==> src/rtl/shift_issue_ctrl_pkg.sv <==
// shift_issue_ctrl_pkg: shared state encoding, issue funct3 codes and the
// shift-class decode helper for the execute-stage shift sequencer.
package shift_issue_ctrl_pkg;

    typedef enum logic [2:0] {
        ST_IDLE,
        ST_LAUNCH,
        ST_WAIT,
        ST_DONE,
        ST_DRAIN
    } state_e;

    localparam logic [2:0] FUNCT3_SLL = 3'b001;
    localparam logic [2:0] FUNCT3_SRX = 3'b101;

    function automatic logic is_shift_funct3(input logic [2:0] funct3);
        return (funct3 == FUNCT3_SLL) || (funct3 == FUNCT3_SRX);
    endfunction

endpackage

==> src/rtl/shift_issue_ctrl_if.sv <==
// shift_issue_ctrl_if: operand/enable/result/busy bundle between the
// sequencer (master) and the multi-cycle shift unit (slave).
interface shift_issue_ctrl_if;

    logic [31:0] unit_a;
    logic [4:0]  unit_b;
    logic [2:0]  unit_funct3;
    logic        unit_op_alt;
    logic        unit_en;
    logic [31:0] unit_result;
    logic        unit_busy;

    modport master (
        output unit_a, unit_b, unit_funct3, unit_op_alt, unit_en,
        input  unit_result, unit_busy
    );

    modport slave (
        input  unit_a, unit_b, unit_funct3, unit_op_alt, unit_en,
        output unit_result, unit_busy
    );

endinterface

==> src/rtl/shift_issue_ctrl.sv <==
// shift_issue_ctrl: execute-stage sequencer for a multi-cycle shift unit.
// Latches operands, runs the unit's enable/busy handshake, captures the
// result, stalls the front end meanwhile, handles flushes and a watchdog.
// Build option SHIFT_ISSUE_COMB_EN: single-cycle protocol for a combinational
// barrel unit (no LAUNCH/WAIT/DRAIN, no watchdog, o_err tied low).
module shift_issue_ctrl
    import shift_issue_ctrl_pkg::*;
#(
    parameter int unsigned WDOG_LIMIT = 40
) (
    input  logic                      i_clk_n,
    input  logic                      i_rst_n,
    input  logic                      i_valid,
    input  logic                      i_shift_en,
    input  logic [2:0]                i_funct3,
    input  logic                      i_op_alt,
    input  logic [31:0]               i_in_a,
    input  logic [4:0]                i_in_b,
    input  logic                      i_flush,
    shift_issue_ctrl_if.master        m_unit,
    output logic                      o_stall,
    output logic [31:0]               o_result,
    output logic                      o_result_valid,
    output logic                      o_err
);

    state_e      r_state;
    state_e      w_next;
    logic        w_issue;
    logic        w_unit_en;
    logic        w_capture;
    logic [31:0] r_result;

    assign w_issue        = i_valid && i_shift_en && is_shift_funct3(i_funct3) && !i_flush;
    assign o_result       = r_result;
    assign m_unit.unit_en = w_unit_en;

`ifdef SHIFT_ISSUE_COMB_EN
    assign m_unit.unit_a      = i_in_a;
    assign m_unit.unit_b      = i_in_b;
    assign m_unit.unit_funct3 = i_funct3;
    assign m_unit.unit_op_alt = i_op_alt;
    assign o_err              = 1'b0;

    // Single-cycle protocol: result is captured at the issue edge.
    always_comb begin
        w_next         = r_state;
        w_unit_en      = 1'b0;
        w_capture      = 1'b0;
        o_stall        = 1'b0;
        o_result_valid = 1'b0;
        case (r_state)
            ST_IDLE: begin
                o_stall   = w_issue;
                w_unit_en = w_issue;
                if (w_issue) begin
                    w_capture = 1'b1;
                    w_next    = ST_DONE;
                end
            end
            ST_DONE: begin
                o_result_valid = !i_flush;
                w_next         = ST_IDLE;
            end
            default: w_next = ST_IDLE;
        endcase
    end
`else
    localparam int unsigned WDOG_W = $clog2(WDOG_LIMIT + 1);

    logic [31:0]       r_unit_a;
    logic [4:0]        r_unit_b;
    logic [2:0]        r_unit_funct3;
    logic              r_unit_op_alt;
    logic [WDOG_W-1:0] r_wdog;
    logic              r_err;
    logic              w_load;
    logic              w_wdog_inc;
    logic              w_wdog_fire;

    assign m_unit.unit_a      = r_unit_a;
    assign m_unit.unit_b      = r_unit_b;
    assign m_unit.unit_funct3 = r_unit_funct3;
    assign m_unit.unit_op_alt = r_unit_op_alt;
    assign o_err              = r_err;

    // Next-state and handshake outputs; a flush overrides capture and watchdog.
    always_comb begin
        w_next         = r_state;
        w_unit_en      = 1'b0;
        w_capture      = 1'b0;
        w_load         = 1'b0;
        w_wdog_inc     = 1'b0;
        w_wdog_fire    = 1'b0;
        o_stall        = 1'b0;
        o_result_valid = 1'b0;
        case (r_state)
            ST_IDLE: begin
                o_stall = w_issue;
                if (w_issue) begin
                    w_load = 1'b1;
                    w_next = ST_LAUNCH;
                end
            end
            ST_LAUNCH: begin
                o_stall = 1'b1;
                if (i_flush) begin
                    w_next = ST_DRAIN;
                end else begin
                    w_unit_en = 1'b1;
                    w_next    = ST_WAIT;
                end
            end
            ST_WAIT: begin
                o_stall = 1'b1;
                if (i_flush) begin
                    w_next = ST_DRAIN;
                end else if (!m_unit.unit_busy) begin
                    w_capture = 1'b1;
                    w_next    = ST_DONE;
                end else begin
                    // Enable follows busy so SRA keeps sign-filling and the
                    // unit sees en low before it could reload.
                    w_unit_en = 1'b1;
                    if (r_wdog == WDOG_W'(WDOG_LIMIT - 1)) begin
                        w_wdog_fire = 1'b1;
                        w_next      = ST_IDLE;
                    end else begin
                        w_wdog_inc = 1'b1;
                    end
                end
            end
            ST_DONE: begin
                o_result_valid = !i_flush;
                w_next         = ST_IDLE;
            end
            ST_DRAIN: begin
                o_stall = w_issue;
                if (!m_unit.unit_busy) begin
                    w_next = ST_IDLE;
                end
            end
            default: w_next = ST_IDLE;
        endcase
    end

    // Operand latch, watchdog counter and sticky error flag.
    always_ff @(posedge i_clk_n or negedge i_rst_n) begin
        if (!i_rst_n) begin
            r_unit_a      <= '0;
            r_unit_b      <= '0;
            r_unit_funct3 <= '0;
            r_unit_op_alt <= 1'b0;
            r_wdog        <= '0;
            r_err         <= 1'b0;
        end else begin
            if (w_load) begin
                r_unit_a      <= i_in_a;
                r_unit_b      <= i_in_b;
                r_unit_funct3 <= i_funct3;
                r_unit_op_alt <= i_op_alt;
                r_wdog        <= '0;
            end
            if (w_wdog_inc) begin
                r_wdog <= r_wdog + WDOG_W'(1);
            end
            if (w_wdog_fire) begin
                r_err <= 1'b1;
            end
        end
    end
`endif

    // State register.
    always_ff @(posedge i_clk_n or negedge i_rst_n) begin
        if (!i_rst_n) begin
            r_state <= ST_IDLE;
        end else begin
            r_state <= w_next;
        end
    end

    // Result capture from the unit.
    always_ff @(posedge i_clk_n or negedge i_rst_n) begin
        if (!i_rst_n) begin
            r_result <= '0;
        end else if (w_capture) begin
            r_result <= m_unit.unit_result;
        end
    end

endmodule

==> src/flat_wrapper.sv <==
// flat-port wrapper written by rule: the top's interface ports become plain ports
module shift_issue_ctrl_flat import shift_issue_ctrl_pkg::*;
#(
    parameter int unsigned WDOG_LIMIT = 40
)
  (i_clk_n, i_rst_n, i_valid, i_shift_en, i_funct3, i_op_alt, i_in_a, i_in_b, i_flush, o_stall, o_result, o_result_valid, o_err, m_unit_unit_a, m_unit_unit_b, m_unit_unit_funct3, m_unit_unit_op_alt, m_unit_unit_en, m_unit_unit_result, m_unit_unit_busy);
  shift_issue_ctrl_if m_unit_i ();
  input  logic i_clk_n;
  input  logic i_rst_n;
  input  logic i_valid;
  input  logic i_shift_en;
  input  logic [2:0] i_funct3;
  input  logic i_op_alt;
  input  logic [31:0] i_in_a;
  input  logic [4:0] i_in_b;
  input  logic i_flush;
  output logic o_stall;
  output logic [31:0] o_result;
  output logic o_result_valid;
  output logic o_err;
  output wire logic [$bits(m_unit_i.unit_a)-1:0] m_unit_unit_a;
  output wire logic [$bits(m_unit_i.unit_b)-1:0] m_unit_unit_b;
  output wire logic [$bits(m_unit_i.unit_funct3)-1:0] m_unit_unit_funct3;
  output wire logic [$bits(m_unit_i.unit_op_alt)-1:0] m_unit_unit_op_alt;
  output wire logic [$bits(m_unit_i.unit_en)-1:0] m_unit_unit_en;
  input wire logic [$bits(m_unit_i.unit_result)-1:0] m_unit_unit_result;
  input wire logic [$bits(m_unit_i.unit_busy)-1:0] m_unit_unit_busy;
  assign m_unit_unit_a = m_unit_i.unit_a;
  assign m_unit_unit_b = m_unit_i.unit_b;
  assign m_unit_unit_funct3 = m_unit_i.unit_funct3;
  assign m_unit_unit_op_alt = m_unit_i.unit_op_alt;
  assign m_unit_unit_en = m_unit_i.unit_en;
  assign m_unit_i.unit_result = m_unit_unit_result;
  assign m_unit_i.unit_busy = m_unit_unit_busy;
  shift_issue_ctrl #(.WDOG_LIMIT(WDOG_LIMIT)) u_core (.i_clk_n(i_clk_n), .i_rst_n(i_rst_n), .i_valid(i_valid), .i_shift_en(i_shift_en), .i_funct3(i_funct3), .i_op_alt(i_op_alt), .i_in_a(i_in_a), .i_in_b(i_in_b), .i_flush(i_flush), .m_unit(m_unit_i), .o_stall(o_stall), .o_result(o_result), .o_result_valid(o_result_valid), .o_err(o_err));
endmodule
==> config.mk <==
export PLATFORM = sky130hd
export DESIGN_NAME = shift_issue_ctrl_flat
export DESIGN_NICKNAME = d
export VERILOG_FILES = /design/src/rtl/shift_issue_ctrl_pkg.sv /design/src/rtl/shift_issue_ctrl_if.sv /design/src/rtl/shift_issue_ctrl.sv /design/src/flat_wrapper.sv
export SDC_FILE = /design/constraint.sdc
export NUM_CORES = 1
export LEC_CHECK = 0
export BUFFER_PORTS_ARGS = -buffer_cell sky130_fd_sc_hd__buf_2
export CORE_ASPECT_RATIO = 1.1
export CORE_UTILIZATION = 37
export DETAILED_ROUTE_END_ITERATION = 7
export PLACE_DENSITY = 0.75
export SYNTH_ARGS = -nofsm -noshare
export SYNTH_HDL_FRONTEND = slang
export SYNTH_SLANG_ARGS = --single-unit
==> constraint.sdc <==
create_clock -name i_clk_n -period 3.9 [get_ports i_clk_n]
set_clock_uncertainty 0.1 [all_clocks]
set_input_delay 0.78 -clock i_clk_n [delete_from_list [all_inputs] [get_ports i_clk_n]]
set_output_delay 0.78 -clock i_clk_n [all_outputs]
set_load 0.02 [all_outputs]
==> results of run 1 <==
-- cell usage in the layout (no fill, tap or decap), types with 3 or more instances in the layout --
master / n
nand3_1: 5
nor3_1: 3
dfrtp_1: 83
mux2_1: 4
or3_1: 3
mux2_2: 67
buf_4: 3
a21oi_1: 4
nor2b_1: 3
inv_1: 3
buf_2: 154
clkbuf_8: 9
or2_2: 3
-- worst max path at each step --
stage                     slack [ps]      end        start  cells past startpoint
after floorplan                 1360  o_stall  i_funct3[1]                      4
after global placement          1200  o_stall  i_funct3[1]                      6
after detailed placement        1150  o_stall  i_funct3[1]                      6
after CTS                       1140  o_stall  i_funct3[1]                      6
after global routing            1080  o_stall  i_funct3[1]                      6
final                           1160  o_stall  i_funct3[1]                      6
-- flip-flops by register name (all words and copies together) (netlist names) --
signal                     flops
u_core.r_state                 3
u_core.m_unit.unit_funct3      3
u_core.o_result               32
u_core.m_unit.unit_b           5
u_core.m_unit.unit_op_alt      1
u_core.o_err                   1
u_core.r_wdog                  6
u_core.m_unit.unit_a          32
-- kinds of logic after synthesis --
group | synth area share [%]
flops | 62.1
xor+xnor | 0.262
buf+inv | 2.88
simple gates | 5.87
compound gates | 4.00
fa+ha+maj | 0.374
mux | 24.5
-- critical path, stage by stage --
cell	delay (ps)
buf_2	90
nand4b_1	220
or2_2	340
mux2i_1	140
o21a_1	130
buf_2	160
-- routing by layer --
layer	GRT usage, %	wire, um
met3	3.83	437
met5	0	0
met1	16.2	2640
met4	6.98	127
met2	26.6	3560
-- cell usage after synthesis, drive strengths merged --
master / instances
mux2i: 2
a21oi: 4
o21a: 1
inv: 3
or3: 3
ha: 1
nand3: 5
mux2: 71
xnor2: 1
or4b: 1
o221ai: 1
a31oi: 1
nor3: 5
nand2: 2
a211oi: 1
a211o: 2
nor2: 4
a22o: 2
and3: 1
dfrtp: 83
and4bb: 1
nor2b: 3
clkbuf: 1
a31o: 2
or2: 3
buf: 10
o21ai: 3
nand4b: 1
-- through the flow --
stage / utilization, % / power [uW]
final: 49.6 / 2330
after global routing: 49.6 / 2470
after CTS: 49.6 / 2370
after detailed placement: 47.5 / 1780
after global placement: 47.5 / 1760
after floorplan: - / 1510
-- area by class of cell --
cell class,count,share of cell area (%)
flip-flops and latches,83,47.4
multi-input cells,121,26.8
repair buffers,157,18.1
well taps,114,3.26
clock buffers,10,2.92
clock inverters,5,1.26
inverters,3,0.257
-- power groups by stage --
stage | Sequential, uW | Clock (uW) | Combinational, uW
after floorplan | 1340 | 0 | 170
after global placement | 1130 | 0 | 629
after detailed placement | 1140 | 0 | 644
after CTS | 1120 | 601 | 644
after global routing | 1140 | 637 | 683
final | 1120 | 578 | 634
==> flow_summary.ini, run 1 <==
[final_layout]
n_fill_cell = 806
final_area_mm2 = 0.00438
ff_latch_area_mm2 = 0.00208
fin_nets = 455
syn_to_final_growth_pct = 30.9
drive_gt1_share_pct = 66.2
multiInputGateArea_mm2 = 0.00117
finalNonFillerCells = 493
n_antenna_cell = 0

[setup_path]
rr_endpoint = u_core.o_result[23]
r2r_setup_slack_ps = 1710
cp_max_fo = 2
cp.arrival_ps = 1860
path_class = in2out
critPathLaunchType = primary input
cp_data_required_time_ps = 3020
end_kind = output pin
reg2reg_depth = 4
rr_startpoint = u_core.r_state[0]

[floorplanning]
dieHeight_um = 102
fp.dieW_um = 92.7
die_area_mm2 = 0.00942
rows = 36
io_pins = 156
core-area_mm2 = 0.00883
initial_core_util_pct = 37.9

[clocking]
root_buffer = clkbuf_8
cts_hold_buf = 0
post_cts_resized = 0
cts.sinks = 83
post_cts_buffers = 0
clk_pin_slew_ps = 80
h-tree-depth = 3
clk_latency_ps = 340
cts_tree = yes
cts_buffers = 9
clock_path_buffers = 2

[placed_design]
port_buffers = 155
hpwl_um = 4900
dp.cells = 478
place_congestion = 0.736
placed_area_mm2 = 0.00420
dp_slack_ps = 1150

[sta]
finalMaxSlewViolations = 0
layout_min_cycle_time_ps = 2740
tightestPinTransition_ps = 993
setup_tns_ps = 0
rsz0062_at_grt = false
setup_viol = 0
fmax_ghz = 0.364
finalHoldViolCount = 0
finalCritPeriodShare_pct = 70.4
whs_ps = 379
relSlewSlack_pct = 33.8
fin_ws_ps = 1160

[synthesis]
yosys.area.top_type = dfrtp_1
yosys_register_bits = 83
synth_cell_types = 35
synth.cell_area_mm2 = 0.00334
synth_top_area_share_pct = 62.1
ys_top_cells_by_area = dfrtp_1 (62%), mux2_2 (23%), buf_6 (1.7%)
syn_avg_cell_area_um2 = 15.3
ys.warnings.count = 0
yosysSeqAreaShare_pct = 62.1
syn-num-nets = 298
syn_inst = 218

[grt]
grt_use_total_pct = 14.7
grt_pass1_wl_um = 10700
antenna_found_initial = 0
grt_pass1_vias = 2402
overflow = 0
grt_max_degree = 84

[detailed_routing]
drt_first_iter_violations = 57
vias_per_cell = 4.77
wire_per_inst_um = 13.7
ant_nets = 0
dr.pass1.iters = 4
vias = 2351
remaining_drc_errors = 0
drt_wl_total_um = 6760

[power]
internal-power_uw = 1590
ir_worst_vdd_uv = 301
leakagePower_uw = 0.00230
seq_power_share_pct = 48.1
powerDensity_mw_per_mm2 = 533
p_comb_share_pct = 27.2
swShare_pct = 31.6
clkPwrFrac_pct = 24.8
p_sw_uw = 738

[hold_path]
hold_path.class = reg2reg
whs_path_depth = 1
hold_path_end = u_core.o_err
worstHoldStart = u_core.o_err

[status]
outcome = completed

[job]
cap_violations = 0
No activity file was read; power rests on OpenSTA's default activity.
==> run 2, diff against run 1 <==
Clock period 3.9 ns to 2.7 ns, I/O delays scaled along.
==> flow_summary.ini, run 2 (synthesis results as in run 1) <==
[clocking]
clk_pin_slew_ps = 80
clock_path_buffers = 2
clk_latency_ps = 340
h-tree-depth = 3
post_cts_buffers = 0
cts_hold_buf = 0
post_cts_resized = 0
cts.sinks = 83
cts_tree = yes
cts_buffers = 9
root_buffer = clkbuf_8

[power]
powerDensity_mw_per_mm2 = 773
total_power_uw = 3420
internal-power_uw = 2360
clkPwrFrac_pct = 26.0
leakagePower_uw = 0.00233
swShare_pct = 31.1
p_comb_share_pct = 26.8
seq_power_share_pct = 47.2
p_sw_uw = 1060
ir_worst_vdd_uv = 395

[sta]
finalCritPeriodShare_pct = 82.8
setup_viol = 0
layout_min_cycle_time_ps = 2240
tightestPinTransition_ps = 548
finalMaxSlewViolations = 0
fmax_ghz = 0.447
rsz0062_at_grt = false
fin_ws_ps = 464
setup_tns_ps = 0
relSlewSlack_pct = 63.5
finalHoldViolCount = 0

[detailed_routing]
wire_per_inst_um = 13.7
vias = 2349
vias_per_cell = 4.75
ant_nets = 0
dr.pass1.iters = 4
drt_wl_total_um = 6810
remaining_drc_errors = 0
drt_first_iter_violations = 52

[floorplanning]
rows = 36
dieHeight_um = 102
io_pins = 156
die_area_mm2 = 0.00942
fp.dieW_um = 92.7
initial_core_util_pct = 37.9
core-area_mm2 = 0.00883

[status]
outcome = completed

[setup_path]
cp.arrival_ps = 1600
critPathLaunchType = primary input
cp_data_required_time_ps = 2060
path_class = in2out
end_kind = output pin
cp_max_fo = 2

[grt]
grt_use_total_pct = 15.3
overflow = 0
grt_pass1_vias = 2365
grt_max_degree = 44
antenna_found_initial = 0
grt_pass1_wl_um = 11000

[final_layout]
mostFrequentLayoutCells = buf_2 (154), dfrtp_1 (83), mux2_2 (67)
finalNonFillerCells = 495
syn_to_final_growth_pct = 32.4
drive_gt1_share_pct = 66.1
n_antenna_cell = 0
fin_nets = 457
n_fill_cell = 808
final_common_cell = buf_2

[placed_design]
port_buffers = 155
dp.cells = 480
dp_slack_ps = 452
place_congestion = 0.734
hpwl_um = 5010

[hold_path]
hold_path.class = in2async

[job]
cap_violations = 0
## run 2: cell types whose count changed in the layout (fill, tap and decap cells not counted)
| cell | before | now |
|---|---|---|
| buf_12 | 0 | 2 |
| clkbuf_8 | 9 | 11 |
| clkbuf_1 | 1 | 2 |
| clkinv_2 | 2 | 1 |
| clkinvlp_4 | 2 | 0 |
## run 2: cell type report
| type | count | area (um^2) | share of cell area (%) |
|---|---|---|---|
| clock buffer | 13 | 159 | 3.59 |
| sequential | 83 | 2080 | 46.9 |
| timing repair buffer | 159 | 833 | 18.8 |
| inverter | 3 | 11.3 | 0.254 |
| multi-input combinational | 121 | 1170 | 26.4 |
| tap | 114 | 143 | 3.22 |
| clock inverter | 2 | 35.0 | 0.791 |
## run 2: per-layer routing
| metal | vias up | part of all wire (%) | GRT usage, % |
|---|---|---|---|
| li1 | 1096 | - | - |
| met1 | 1158 | 41 | 17.5 |
| met2 | 84 | 51 | 26.4 |
| met3 | 11 | 6.2 | 4.13 |
| met4 | 0 | 1.8 | 7.81 |
| met5 | - | 0 | 0 |
## run 2: power groups by stage
| stage | clock network, uW | registers (uW) | logic [uW] |
|---|---|---|---|
| 2_1_floorplan | 0 | 1940 | 245 |
| 3_3_place_gp | 0 | 1630 | 913 |
| 3_5_place_dp | 0 | 1640 | 933 |
| 4_1_cts | 923 | 1620 | 932 |
| 5_1_grt | 974 | 1660 | 989 |
| 6_report | 890 | 1620 | 919 |
## run 2: worst max-delay path, cell delays in order
cell	delay [ps]
buf_2	90
nand4b_1	230
or2_2	340
mux2i_1	130
o21a_1	110
buf_2	150
## run 2: final timing paths
path                       slack, ps              startpoint  cells after the start                       end
max                              460             i_funct3[1]                      6                   o_stall
min                               70                 i_rst_n                      1              u_core.o_err
max reg2reg                      630       u_core.r_state[0]                      4       u_core.o_result[23]
min reg2reg                      370            u_core.o_err                      1              u_core.o_err
max in group asynchronous       1840                 i_rst_n                      2  u_core.m_unit.unit_a[14]
min in group i_clk_n             310  m_unit_unit_result[17]                      2       u_core.o_result[17]
## run 2: metrics by stage
| step | util [%] | hold slack, ps | cell area [um^2] |
|---|---|---|---|
| after floorplan | - | 144 | 3340 |
| after global placement | 48.0 | 349 | 4240 |
| after global routing | 50.2 | 95.1 | 4430 |
| final | 50.2 | 67.9 | 4430 |
| after detailed placement | 48.0 | 353 | 4240 |
| after CTS | 50.2 | 70.1 | 4430 |
==> run 3, diff against run 2 <==
Settings changed: PLACE_DENSITY 0.75 to 0.77.
Clock period 2.7 ns to 1.85 ns, I/O delays scaled along.
==> flow_summary.ini, run 3 (synthesis results as in run 1) <==
[status]
outcome = complete, but fails checks
violations = setup timing

[final_layout]
final_common_cell = buf_2
syn_to_final_growth_pct = 47.4
final_area_mm2 = 0.00493
fin_util_pct = 55.8
finalNonFillerCells = 522
fin_nets = 483
n_antenna_cell = 0
mostFrequentLayoutCells = buf_2 (153), dfrtp_1 (82), mux2_4 (41)
drive_gt1_share_pct = 69.1
n_fill_cell = 753

[setup_path]
max_stage_delay_ps = 490
path_class = reg2reg
path_delay_family = simple AND/OR/NAND/NOR gates
crit_chain = buf_4, or4b_4, nor2_4, buf_12, mux2_2
cp.arrival_ps = 2040
critPathLaunchType = flop
cp.depth = 5
cp_slowest_cell = or4b_4
cp_max_fo = 33
cp_data_required_time_ps = 1980
reg2reg_depth = 5
end_kind = flop
cp_num_buf_inv = 2

[hold_path]
whs_path_depth = 2
hold_path.class = in2reg

[sta]
setup_viol = 44
finalHoldViolCount = 0
whs_ps = 139
tightestPinTransition_ps = 336
finalMaxSlewViolations = 0
relSlewSlack_pct = 77.6
layout_min_cycle_time_ps = 1910
fin_ws_ps = -62.6
fmax_ghz = 0.523
finalCritPeriodShare_pct = 103
rsz0062_at_grt = true

[grt]
grt_use_total_pct = 15.9
grt_pass1_vias = 2477
overflow = 0
grt_max_degree = 40
antenna_found_initial = 0
grt_pass1_wl_um = 11600

[clocking]
clk_latency_ps = 340
cts_buffers = 9
h-tree-depth = 3
cts.sinks = 83
clk_pin_slew_ps = 80
root_buffer = clkbuf_8
clock_path_buffers = 2
cts_tree = yes

[detailed_routing]
remaining_drc_errors = 0
vias_per_cell = 4.75
ant_nets = 0
wire_per_inst_um = 15.5
drt_wl_total_um = 8080
drt_first_iter_violations = 64
vias = 2477
dr.pass1.iters = 4

[placed_design]
place_congestion = 0.748
placed_area_mm2 = 0.00433
dp_slack_ps = -82.8
port_buffers = 155
hpwl_um = 5110
dp.cells = 491

[floorplanning]
core-area_mm2 = 0.00883
initial_core_util_pct = 37.9
io_pins = 156
rows = 36
dieHeight_um = 102
fp.dieW_um = 92.7
die_area_mm2 = 0.00942

[power]
powerDensity_mw_per_mm2 = 1030
leakagePower_uw = 0.00260
ir_worst_vdd_uv = 658

[job]
cap_violations = 0
==> run 3: cell count changes in the layout (fill, tap and decap cells not counted), sizes merged <==
cell         previous run  this run
buf                   159       180
clkbuf                 13        18
bufinv                  1         0
clkinv                  1         2
dlygate4sd3             0         1
==> run 3: path summary, 6_finish.rpt <==
check,start,slack (ps),end
max,u_core.r_state[1],-60,u_core.o_result[10]
min,m_unit_unit_result[14],140,u_core.o_result[14]
max reg2reg,u_core.r_state[1],-60,u_core.o_result[10]
min reg2reg,u_core.m_unit.unit_funct3[0],370,u_core.m_unit.unit_funct3[0]
max in group asynchronous,i_rst_n,680,u_core.o_result[11]
min in group asynchronous,i_rst_n,370,u_core.m_unit.unit_a[2]
==> run 3: layout make-up <==
type	instances	area (um^2)	share of cell area, %
sequential	83	2080	42.2
multi-input combinational	121	1340	27.2
timing repair buffer	185	1180	24.0
clock buffer	14	163	3.30
tap	114	143	2.89
inverter	3	11.3	0.228
clock inverter	2	10.0	0.203
==> run 3: stage by stage <==
step / setup TNS [ps] / total power [uW]
finish: -1780 / 5090
global route: -5790 / 5360
CTS: -2980 / 5060
floorplan: -7310 / 3190
global placement: -3080 / 3730
detailed placement: -4410 / 3780
==> run 3: worst reg2reg max path: stages, from the launching register on <==
cell and delay, ps:
dfrtp_2 390, buf_4 120, or4b_4 490, nor2_4 120, buf_12 210, mux2_2 370
==> run 3: report_power, final <==
group | switching (uW) | internal (uW)
clock network | 614 | 560
logic | 805 | 741
registers | 193 | 2180
==> run 3: repair_timing <==
action,4_1_cts,5_1_grt
hold buffers,1,0
endpoints found under the setup margin,74,77
pin swaps,2,2
cloned,2,5
setup buffers,5,2
endpoints found under the hold margin,23,0
gates resized for setup,33,23
==> run 3: per-layer routing <==
metal	up-vias	share of wire [%]	track usage, %
met5	-	0	0
met4	0	1.6	7.10
met2	73	52	26.9
met1	1246	42	19.0
met3	10	4.3	4.50
li1	1148	-	-
